==> src/rtl/cejmu_pkg.sv <==
// Shared types and constants for the cejmu slot scheduler.
//   sched_state_t : scheduler FSM states
//   DATA_W        : width of each slot's output byte
//   DEF_N_SLOTS   : default number of requesters
//   DEF_DWELL_W   : default width of the dwell field
package cejmu_pkg;

  localparam int unsigned DATA_W      = 8;
  localparam int unsigned DEF_N_SLOTS = 4;
  localparam int unsigned DEF_DWELL_W = 4;

  typedef enum logic [1:0] {
    StIdle,
    StGrant,
    StSwitch
  } sched_state_t;

endpackage

==> src/rtl/cejmu_rr_pick.sv <==
// Combinational round-robin priority encoder.
// Searches req upward starting at rr_ptr, wrapping from N_SLOTS-1 to 0.
//   req    : per-slot request vector
//   rr_ptr : slot with the highest priority this round
//   any    : at least one request is set
//   idx    : index of the first set request found
module cejmu_rr_pick
  import cejmu_pkg::*;
#(
  parameter int unsigned N_SLOTS = DEF_N_SLOTS
) (
  input  logic [N_SLOTS-1:0]         req,
  input  logic [$clog2(N_SLOTS)-1:0] rr_ptr,
  output logic                       any,
  output logic [$clog2(N_SLOTS)-1:0] idx
);

  localparam int unsigned IDX_W = $clog2(N_SLOTS);
  localparam logic [IDX_W:0] NS = (IDX_W + 1)'(N_SLOTS);

  logic [IDX_W:0]   sum;
  logic [IDX_W-1:0] pos;

  always_comb begin
    any = 1'b0;
    idx = '0;
    sum = '0;
    pos = '0;
    for (int k = 0; k < int'(N_SLOTS); k++) begin
      // One extra bit keeps rr_ptr + k from overflowing before the wrap.
      sum = {1'b0, rr_ptr} + (IDX_W + 1)'(k);
      if (sum >= NS) begin
        sum = sum - NS;
      end
      pos = sum[IDX_W-1:0];
      if (!any && req[pos]) begin
        any = 1'b1;
        idx = pos;
      end
    end
  end

endmodule

==> src/rtl/cejmu_slot_sched.sv <==
// Round-robin scheduler sharing one 8-bit output bus among N_SLOTS requesters.
// Each grant lasts dwell+1 cycles when contended, is released early when the
// owner drops its request, and every hand-off passes through a blank SWITCH
// cycle followed by IDLE.
// Optional build macro CEJMU_MANUAL_SEL_EN adds a board-level manual override.
//   clk, rst_n  : clock, synchronous active-low reset
//   req         : per-slot level request
//   slot_data   : packed slot bytes, slot i at [8i+7:8i]
//   dwell       : grant length minus one, sampled when a grant is loaded
//   manual      : (macro only) override enable
//   manual_sel  : (macro only) slot forced while manual is set
//   grant       : registered one-hot grant
//   slot_id     : index of the granted slot, valid while grant != 0
//   out_data    : registered bus byte, one cycle behind slot_data[cur]
//   out_valid   : out_data carries granted slot data
module cejmu_slot_sched
  import cejmu_pkg::*;
#(
  parameter int unsigned N_SLOTS = DEF_N_SLOTS,
  parameter int unsigned DWELL_W = DEF_DWELL_W
) (
  input  logic                        clk,
  input  logic                        rst_n,
  input  logic [N_SLOTS-1:0]          req,
  input  logic [N_SLOTS*DATA_W-1:0]   slot_data,
  input  logic [DWELL_W-1:0]          dwell,
`ifdef CEJMU_MANUAL_SEL_EN
  input  logic                        manual,
  input  logic [$clog2(N_SLOTS)-1:0]  manual_sel,
`endif
  output logic [N_SLOTS-1:0]          grant,
  output logic [$clog2(N_SLOTS)-1:0]  slot_id,
  output logic [DATA_W-1:0]           out_data,
  output logic                        out_valid
);

  localparam int unsigned IDX_W = $clog2(N_SLOTS);
  localparam logic [IDX_W:0] NS = (IDX_W + 1)'(N_SLOTS);
  localparam logic [IDX_W-1:0] LAST = IDX_W'(N_SLOTS - 1);

  sched_state_t       state_q, state_d;
  logic [IDX_W-1:0]   rr_ptr_q, rr_ptr_d;
  logic [IDX_W-1:0]   cur_q, cur_d;
  logic [DWELL_W-1:0] cnt_q, cnt_d;
  // Current grant was made by the manual override (does not move rr_ptr).
  logic               man_q, man_d;

  logic               pick_any;
  logic [IDX_W-1:0]   pick_idx;
  logic [N_SLOTS-1:0] cur_oh, cur_d_oh;
  logic               others;

  logic               man_on;
  logic               man_valid;
  logic [IDX_W-1:0]   man_idx;

  logic [DATA_W-1:0]  slot_arr [N_SLOTS];

`ifdef CEJMU_MANUAL_SEL_EN
  assign man_on    = manual;
  assign man_valid = ({1'b0, manual_sel} < NS);
  assign man_idx   = manual_sel;
`else
  assign man_on    = 1'b0;
  assign man_valid = 1'b0;
  assign man_idx   = '0;
`endif

  for (genvar i = 0; i < int'(N_SLOTS); i++) begin : g_slot
    assign slot_arr[i] = slot_data[i*DATA_W +: DATA_W];
  end

  cejmu_rr_pick #(
    .N_SLOTS (N_SLOTS)
  ) u_pick (
    .req    (req),
    .rr_ptr (rr_ptr_q),
    .any    (pick_any),
    .idx    (pick_idx)
  );

  assign cur_oh   = {{(N_SLOTS-1){1'b0}}, 1'b1} << cur_q;
  assign cur_d_oh = {{(N_SLOTS-1){1'b0}}, 1'b1} << cur_d;
  assign others   = |(req & ~cur_oh);

  always_comb begin
    state_d  = state_q;
    rr_ptr_d = rr_ptr_q;
    cur_d    = cur_q;
    cnt_d    = cnt_q;
    man_d    = man_q;
    unique case (state_q)
      StIdle: begin
        if (man_on) begin
          // An out-of-range manual slot parks the block in IDLE.
          if (man_valid) begin
            state_d = StGrant;
            cur_d   = man_idx;
            man_d   = 1'b1;
          end
        end else if (pick_any) begin
          state_d = StGrant;
          cur_d   = pick_idx;
          cnt_d   = dwell;
          man_d   = 1'b0;
        end
      end
      StGrant: begin
        if (man_q) begin
          if (!man_on || (man_idx != cur_q)) begin
            state_d = StSwitch;
          end
        end else if (man_on) begin
          state_d = StSwitch;
        end else if (!req[cur_q]) begin
          state_d = StSwitch;
        end else if (cnt_q == '0) begin
          if (others) begin
            state_d = StSwitch;
          end else begin
            // Sole requester keeps the bus without a blanking gap.
            cnt_d = dwell;
          end
        end else begin
          cnt_d = cnt_q - 1'b1;
        end
      end
      StSwitch: begin
        state_d = StIdle;
        if (!man_q) begin
          rr_ptr_d = (cur_q == LAST) ? '0 : cur_q + 1'b1;
        end
        man_d = 1'b0;
      end
      default: begin
        state_d = StIdle;
      end
    endcase
  end

  always_ff @(posedge clk) begin
    if (!rst_n) begin
      state_q   <= StIdle;
      rr_ptr_q  <= '0;
      cur_q     <= '0;
      cnt_q     <= '0;
      man_q     <= 1'b0;
      grant     <= '0;
      slot_id   <= '0;
      out_data  <= '0;
      out_valid <= 1'b0;
    end else begin
      state_q  <= state_d;
      rr_ptr_q <= rr_ptr_d;
      cur_q    <= cur_d;
      cnt_q    <= cnt_d;
      man_q    <= man_d;
      grant    <= (state_d == StGrant) ? cur_d_oh : '0;
      if (state_d == StGrant) begin
        slot_id <= cur_d;
      end
      // Data path follows the registered state, so it trails grant by a cycle.
      if (state_q == StGrant) begin
        out_data  <= slot_arr[cur_q];
        out_valid <= 1'b1;
      end else begin
        out_data  <= '0;
        out_valid <= 1'b0;
      end
    end
  end

endmodule
==> config.mk <==
export PLATFORM = sky130hd
export DESIGN_NAME = cejmu_slot_sched
export DESIGN_NICKNAME = d
export VERILOG_FILES = /design/src/rtl/cejmu_pkg.sv /design/src/rtl/cejmu_rr_pick.sv /design/src/rtl/cejmu_slot_sched.sv
export SDC_FILE = /design/constraint.sdc
export NUM_CORES = 1
export LEC_CHECK = 0
export ABC_AREA = 1
export CORE_MARGIN = 4
export CORE_UTILIZATION = 44
export DETAILED_ROUTE_END_ITERATION = 10
export GPL_TIMING_DRIVEN = 1
export HOLD_SLACK_MARGIN = 0.02
export PLACE_DENSITY = 0.8
export SYNTH_ARGS = -nofsm -noshare
export SYNTH_HDL_FRONTEND = slang
export SYNTH_SLANG_ARGS = --single-unit
==> constraint.sdc <==
create_clock -name clk -period 2.24 [get_ports clk]
set_input_delay 0.448 -clock clk [delete_from_list [all_inputs] [get_ports clk]]
set_output_delay 0.448 -clock clk [all_outputs]
set_load 0.01 [all_outputs]
# Yosys cells after proc, flatten, opt, wreduce, memory -nomap -nowiden
# Cells that the tools add are included.
totals:
  reg_bits: 26
op_classes:
  n_addsub: 9
  magnitude_cmp: 10
  n_eq_ne: 8
  n_shift: 2
  n_mux: 43
  n_bitwise: 4
  reduce_logical: 16
ops:
  columns: ["operator", "n"]
  rows:
  - ["two-way mux 2 bit", 16]
  - ["two-way mux 4 bit", 5]
  - ["binary-select mux 8 bit (select 2 bit)", 1]
  - ["two-way mux 8 bit", 2]
  - ["< comparator 2 x 3 -> 1 bit, second input constant", 5]
  - ["greater-or-equal comparator 3 bit, second input constant", 4]
  - ["two-way mux 1 bit", 11]
  - ["binary-select mux 1 bit (select 2 bit)", 5]
  - ["one-hot mux 4 bit (2 select lines)", 1]
  - ["AND reduction 2 bit", 4]
  - ["<< shifter 1 x 2 -> 4 bit, first input constant", 2]
  - ["subtractor 2 x 1 -> 2 bit, second input constant", 4]
  - ["adder 2 x 2 -> 3 bit, second input constant", 2]
  - ["!= test 2 bit, second input constant", 3]
  - ["AND reduction 5 bit", 1]
  - ["AND 4 bit", 1]
  - ["== test 2 x 1 -> 1 bit, second input constant", 2]
  - ["== test 2 bit, second input constant", 2]
  - ["zero test 4 bit", 1]
  - ["inverter 4 bit", 1]
  - ["one-hot mux 2 bit (2 select lines)", 1]
  - ["nonzero test 2 bit", 2]
  - ["OR reduction 4 bit", 1]
  - ["subtractor 4 x 1 -> 4 bit, second input constant", 1]
  - ["10 further kinds", 14]

# Longest topological paths before layout
# Gate-level depths: netlist of run 1.
depth:
  word_depth: 18
  ltp_mapped: 13
  ltp_nobuf: 13

# Hierarchy
# Synthesis of run 1 repeated with hierarchy kept, for this count alone.
hier_totals:
  cells_unflattened: 258
  hier_area_um2: 1679.1
by_module_without_submodules:
  columns: ["mod", "n_inst", "cells_each", "area_per_inst_um2", "seq_area_each_um2"]
  rows:
  - ["cejmu_slot_sched", 1, 199, 1360.1, 500.5]
  - ["cejmu_rr_pick", 1, 59, 319.1, 0.0]

# Worst setup path before layout of run 1
# OpenSTA, ideal clock, no wires.
synth_timing:
  path_type: "register -> register"
  start: "register cur_q[0]"
  end: "register grant[0]"
  setup_ps: 64
  t_arrival_ps: 1720
  t_required_ps: 2176
  slack_ps: 456
  stages_incl_launch_ff: 12
  synth_period_minus_slack_ps: 1784
  cell_sequence: "dfxtp_1 buf_4 inv_2 buf_2 buf_2 ha_1 o21ai_1 o21bai_1 nand3_2 a21oi_4 nand3_1 nor2_1"
synth_via:
  elab_chain_cells: 11
  word_cells_on_any_way: 16
  cone_classes: "eq/ne: 1; shift: 2; mux: 9; bitwise: 2; reduce/logical: 2"
synth_lines:
  columns: ["element", "line_no", "source"]
  rows:
  - ["start, declared", "cejmu_slot_sched.sv:43", "logic [IDX_W-1:0] cur_q, cur_d;"]
  - ["start signal, assigned", "cejmu_slot_sched.sv:155", "cur_q <= cur_d;"]
  - ["<< shifter 1 x 2 -> 4 bit", "cejmu_slot_sched.sv:82", "assign cur_oh = {{(N_SLOTS-1){1'b0}}, 1'b1} << cur_q;"]
  - ["inverter 4 bit", "cejmu_slot_sched.sv:84", "assign others = |(req & ~cur_oh);"]
  - ["AND 4 bit", "cejmu_slot_sched.sv:84", null]
  - ["OR reduction 4 bit", "cejmu_slot_sched.sv:84", null]
  - ["two-way mux 2 bit", "cejmu_slot_sched.sv:118", "if (others) begin"]
  - ["two-way mux 2 bit", "cejmu_slot_sched.sv:117", "end else if (cnt_q == '0) begin"]
  - ["two-way mux 2 bit", "cejmu_slot_sched.sv:115", "end else if (!req[cur_q]) begin"]
  - ["two-way mux 2 bit", "cejmu_slot_sched.sv:109", "if (man_q) begin"]
  - ["one-hot mux 2 bit (2 select lines)", "cejmu_slot_sched.sv:92", "unique case (state_q)"]
  - ["== test 2 x 1 -> 1 bit", "cejmu_slot_sched.sv:158", "grant <= (state_d == StGrant) ? cur_d_oh : '0;"]
  - ["AND reduction 2 bit (no line)", null, null]
  - ["end signal, assigned", "cejmu_slot_sched.sv:158", null]
  - ["end, declared", "cejmu_slot_sched.sv:31", "output logic [N_SLOTS-1:0] grant,"]
# Several ways; a longest one is shown, not always the timed one. The select of a mux whose other input is x is not followed.
# A chain may end at the register's enable or synchronous reset.

# Worst setup path in the final report of run 1
layout_timing:
  start: "register cur_q[0]"
  end: "register grant[2]"
# Same word-level chain as after synthesis.

==> results of run 1 <==
## cell families (layout without fill, tap and decap cells)
logic type	count (synthesis)	in the layout	share of synthesized area (%)
AND/OR/NAND/NOR	120	120	35.5
buffers and inverters	27	85	7.78
adder cells (fa/ha/maj)	6	6	5.02
AO/OA/AOI/OAI	43	43	15.7
multiplexers	2	2	1.34
XOR/XNOR	2	2	1.17
flip-flops	25	25	33.5
## cell usage after synthesis, drive strengths merged
cell / count
mux2i: 2
clkbuf: 1
a21oi: 16
a211oi: 1
nand4: 2
o21ai: 25
o21bai: 1
nand2: 65
buf: 5
inv: 21
ha: 6
nor2: 43
nand3: 10
xor2: 2
dfxtp: 25
## routing by layer
metal  part of all wire, %  wire [um]
met5                     0          0
met4                   1.0         40
met3                   3.5        132
met2                    48       1830
met1                    48       1830
## power by group through the flow
stage / combinational, mW / clock (mW) / sequential [mW]
after detailed placement: 0.994 / 0 / 0.630
after global routing: 1.13 / 0.236 / 0.637
after global placement: 0.977 / 0 / 0.630
after floorplan: 0.656 / 0 / 0.640
final: 0.992 / 0.214 / 0.621
after CTS: 1.00 / 0.215 / 0.621
## cell type report
class	instances	area share, %
inverters	21	3.70
multi-input cells	173	41.2
clock inverters	1	0.235
repair buffers	60	27.7
clock buffers	3	1.06
well taps	44	2.58
flip-flops and latches	25	23.5
## final timing paths
check / start / end / slack [ps] / depth (start not counted)
hold / removal: slot_id[0] / slot_id[0] / 460 / 2
setup reg to reg: cur_q[0] / grant[2] / 440 / 8
setup / recovery: cur_q[0] / grant[2] / 440 / 8
hold reg to reg: slot_id[0] / slot_id[0] / 460 / 2
## sequential cells by signal (all words and copies together), names as in the netlist
register / flops
out_data: 8
cnt_q: 4
grant: 4
cur_q: 2
rr_ptr_q: 2
slot_id: 2
state_q: 2
out_valid: 1
## metrics by stage
stage	worst slack (ps)	hold WS [ps]	std cells	util, %	cell area (um2)
floorplan	456	434	225	-	1500
global placement	290	443	323	66.7	2100
detailed placement	235	448	323	66.7	2100
CTS	431	467	327	67.6	2130
global route	207	491	327	67.6	2130
finish	443	462	327	67.6	2130
## placed cells by master, fill, tap and decap left out
master	instances
nand3_2	3
xor2_1	2
dfxtp_1	25
o21ai_1	4
mux2i_1	2
nand4_1	2
a21oi_4	1
nor2_1	41
nand2_4	2
nand3_1	7
ha_1	6
o21bai_1	1
buf_4	4
nand2_1	56
clkdlybuf4s50_1	56
inv_2	4
inv_1	17
a21oi_1	15
clkinv_2	1
o21ai_2	1
nand2_2	7
nor2_4	2
clkbuf_4	3
a211oi_1	1
o21ai_0	20
## worst max-delay path, stage by stage (launching register included)
cell and delay (ps):
dfxtp_1 400, inv_2 300, ha_1 210, o21ai_1 70
o21bai_1 220, nand3_2 160, a21oi_4 180, nand2_1 100
nor2_1 110
==> flow_metrics.tcl, run 1 <==
set metrics [dict create \
    clkTransAtPathRegs_ps 150 \
    crit_type "register to register" \
    gr-total-overflow 0 \
    multi_input_comb_area_um2 878 \
    p_comb_share_pct 54.3 \
    syn_area_um2 1500 \
    final_max_slew_viol_count 0 \
    vias 1525 \
    nFillCells 308 \
    die_w_um 66.3 \
    p_seq_share_pct 34.0 \
    wire_per_inst_um 11.7 \
    vias_per_cell 4.66 \
    area_growth_pct 42.5 \
    drive_gt1_share_pct 9.89 \
    cts_tree "built" \
    grt_max_degree 23 \
    io_buffer_count 56 \
    gr-usage-met1_pct 25.2 \
    grt_pass1_wl_um 6520 \
    tightest_slew_ps 385 \
    synth-seq-area-share_pct 33.5 \
    root_buffer "clkbuf_4" \
    clkPwrFrac_pct 11.7 \
    grt.busiest_layer "met2" \
    sw_frac_of_total_pct 42.9 \
    synth.area.top_cells "dfxtp_1 (33%), nand2_1 (14%), nor2_1 (10%), o21ai_0 (6.7%), a21oi_1 (5.0%)" \
    status "finished clean" \
    ioPinCount 57 \
    crit_fanout 22 \
    htreeDepth 1 \
    drt_iter0_drc 94 \
    ys_ff_latch 25 \
    core_um2 3150 \
    met2_usage_pct 31.0 \
    drt_pass1_iterations 4 \
    cts_setup_buffers 0 \
    die_area_um2 4400 \
    die_h_um 66.3 \
    slew_headroom_pct 74.3 \
    clkLatencyLatePin_ps 330 \
    rsz0062_at_grt "no" \
    vdd_ir_drop_max_mv 0.511 \
    syn_area_per_cell_um2 6.65 \
    crit_required_ps 2520 \
    ys_types 25 \
    fmax_mhz 556 \
    routed_wl_um 3830 \
    nNetsFinal 332 \
    cts_hold_buf 0 \
    synth_top_area_share_pct 33.5 \
    grt.total_usage_pct 19.0 \
    met3_usage_pct 3.23 \
    row_count 20 \
    cts_resized 0 \
    drc 0 \
    power_density_nw_per_um2 857 \
    switching_power_uw 783 \
    n_antenna_cell 0 \
    total_power_mw 1.83 \
    clkSinkCount 25 \
    seq_area_um2 500 \
    grt_pass1_vias 1455 \
    leakage_nw 0.953 \
    yosys_warnings 0 \
    clock_skew_ps 11.4 \
    worstPathArrival_ps 2080 \
    netlist_instances 225 \
    cts_made_buffers 3 \
    synth_nets 273 \
    crit_path_start_kind "register" \
    hp-class "register to register" \
    drtAntennaViolNets 0 \
    antenna_found_initial 0 \
    critPathCaptureType "register" \
    start_util_pct 47.4 \
    period_minus_slack_ps 1800 \
    place_congestion 0.776 \
    setup_tns_ps 0 \
    timing.max_cap.violations 0 \
    finalCritPeriodShare_pct 80.2 \
    synth_area_leader_cell "dfxtp_1" \
    clock_path_buffers 2 \
    dpl.hpwl_um 2970 \
    finalSetupViolations 0 \
    hold_viol_final 0 \
    cellInternalPower_mw 1.04 \
]
Power figures use the tool's default switching activity.
==> inputs of run 2 (changes only) <==
- clock period: 2.24 -> 1.8 ns (I/O delays scaled with it)
==> run 2 against run 1 <==
First-iteration DRC count fell by 62%. Sequential cell count unchanged. Non-clock buffer count increased by 2. Maximum frequency grew 9.6%. Highest routed layer unchanged. Register-to-register slack lost 280 ps. Sequential share of layout area decreased by 0.12 points. Routed wire length is 0.34% higher.
==> flow_metrics.tcl, run 2 (synthesized netlist as in run 1, its figures left out) <==
set metrics [dict create \
    nNetsFinal 334 \
    die_h_um 66.3 \
    crit_path_start_kind "register" \
    reg_top3 "out_data x8, cnt_q x4, grant x4" \
    most-common-layout-cells "nand2_1 (56), clkdlybuf4s50_1 (56), nor2_1 (41)" \
    dpl_cell_area_um2 2120 \
    seq_area_um2 503 \
    nFillCells 290 \
    clkSinkCount 25 \
    cts_tree "built" \
    crit_required_ps 2080 \
    area_growth_pct 43.9 \
    worstPathArrival_ps 1920 \
    clkPwrFrac_pct 12.1 \
    power_density_nw_per_um2 1070 \
    pre_cts_ws_ps -91.7 \
    cts_hold_buf 0 \
    row_count 20 \
    clock_skew_ps 4.23 \
    design_area_um2 2150 \
    die_area_um2 4400 \
    p_seq_share_pct 33.7 \
    fmax_mhz 610 \
    drc 0 \
    critPathCaptureType "register" \
    slew_headroom_pct 74.4 \
    drt_iter0_drc 36 \
    largest_reg_flops 8 \
    leakage_nw 0.963 \
    status "finished clean" \
    utilization_pct 68.3 \
    setup_slack_ps 160 \
    grt.total_usage_pct 18.6 \
    setup_tns_ps 0 \
    wire_per_inst_um 11.7 \
    tightest_slew_ps 383 \
    routed_wl_um 3840 \
    final_max_slew_viol_count 0 \
    finalSetupViolations 0 \
    place_congestion 0.787 \
    vias 1546 \
    vias_per_cell 4.70 \
    core_um2 3150 \
    dpl.hpwl_um 3030 \
    ioPinCount 57 \
    hold_viol_final 0 \
    whs_ps 463 \
    multi_input_comb_area_um2 878 \
    root_buffer "clkbuf_4" \
    antenna_found_initial 0 \
    clock_path_buffers 2 \
    grt_max_degree 17 \
    rsz0062_at_grt "no" \
    cts_made_buffers 3 \
    vdd_ir_drop_max_mv 0.755 \
    htreeDepth 1 \
    switching_power_uw 981 \
    start_util_pct 47.4 \
    drt_pass1_iterations 4 \
    drive_gt1_share_pct 11.2 \
    cellInternalPower_mw 1.33 \
    total_power_mw 2.31 \
    grt_pass1_wl_um 6340 \
    sw_frac_of_total_pct 42.5 \
    crit_fanout 5 \
    clkTransAtPathRegs_ps 150 \
    grt_pass1_vias 1450 \
    regMostFlops "out_data" \
    io_buffer_count 56 \
    timing.max_cap.violations 0 \
    drtAntennaViolNets 0 \
    crit_type "register to register" \
    p_comb_share_pct 54.2 \
    dp.cells 325 \
    clkLatencyLatePin_ps 330 \
    period_minus_slack_ps 1640 \
    hp-class "register to register" \
    instances_no_fill 329 \
    die_w_um 66.3 \
    finalCritPeriodShare_pct 91.1 \
    gr-total-overflow 0 \
    n_antenna_cell 0 \
]
[run 2: changes by cell type in the layout (fill, tap and decap cells not counted), sizes merged]
cell	previous run	this run
buf	4	6
clkinv	1	0
inv	21	22
[run 2: layout make-up]
class                   instances  area share [%]
well taps                      44            2.56
multi-input cells             173            40.8
flip-flops and latches         25            23.4
repair buffers                 62            28.1
clock inverters                 1           0.407
inverters                      21            3.66
clock buffers                   3            1.05
[run 2: worst paths after layout]
| path | start | to | slack [ps] | cells past startpoint |
|---|---|---|---|---|
| setup / recovery | cur_q[1] | grant[1] | 160 | 9 |
| hold / removal | slot_id[0] | slot_id[0] | 460 | 2 |
| setup reg to reg | cur_q[1] | grant[1] | 160 | 9 |
| hold reg to reg | slot_id[0] | slot_id[0] | 460 | 2 |
[run 2: critical path, cell delays in order, from the launching register on]
cell and delay (ps):
dfxtp_1 450, ha_1 180, inv_1 50, nand2_1 50
o21ai_1 60, o21bai_1 210, nand3_2 160, a21oi_4 190
nand3_1 130, nor2_1 110
[run 2: metal layers]
layer  global-route usage, %  vias to the layer above  wire, um
met3                    3.91                        2       125
li1                        -                      835         -
met4                    3.81                        0        30
met5                       0                        -         0
met1                    23.0                      681      1830
met2                    32.7                       28      1850
[run 2: timing repair]
| action | in CTS | in global routing |
|---|---|---|
| hold endpoints to repair | 0 | 0 |
| endpoints found under the setup margin | 0 | 5 |
| resized for setup | 0 | 2 |
| buffers inserted | 0 | 0 |
[run 2: power groups by stage]
stage	Combinational [mW]	Sequential [mW]	Clock (mW)
finish	1.25	0.779	0.279
global route	1.41	0.800	0.307
CTS	1.26	0.775	0.285
detailed placement	1.26	0.784	0
global placement	1.24	0.786	0
floorplan	0.816	0.797	0
==> inputs of run 3 (changes only) <==
- CAP_MARGIN: unset -> 20
==> results of run 3 <==
Final layout, timing and power as in run 2 (identical DEF).
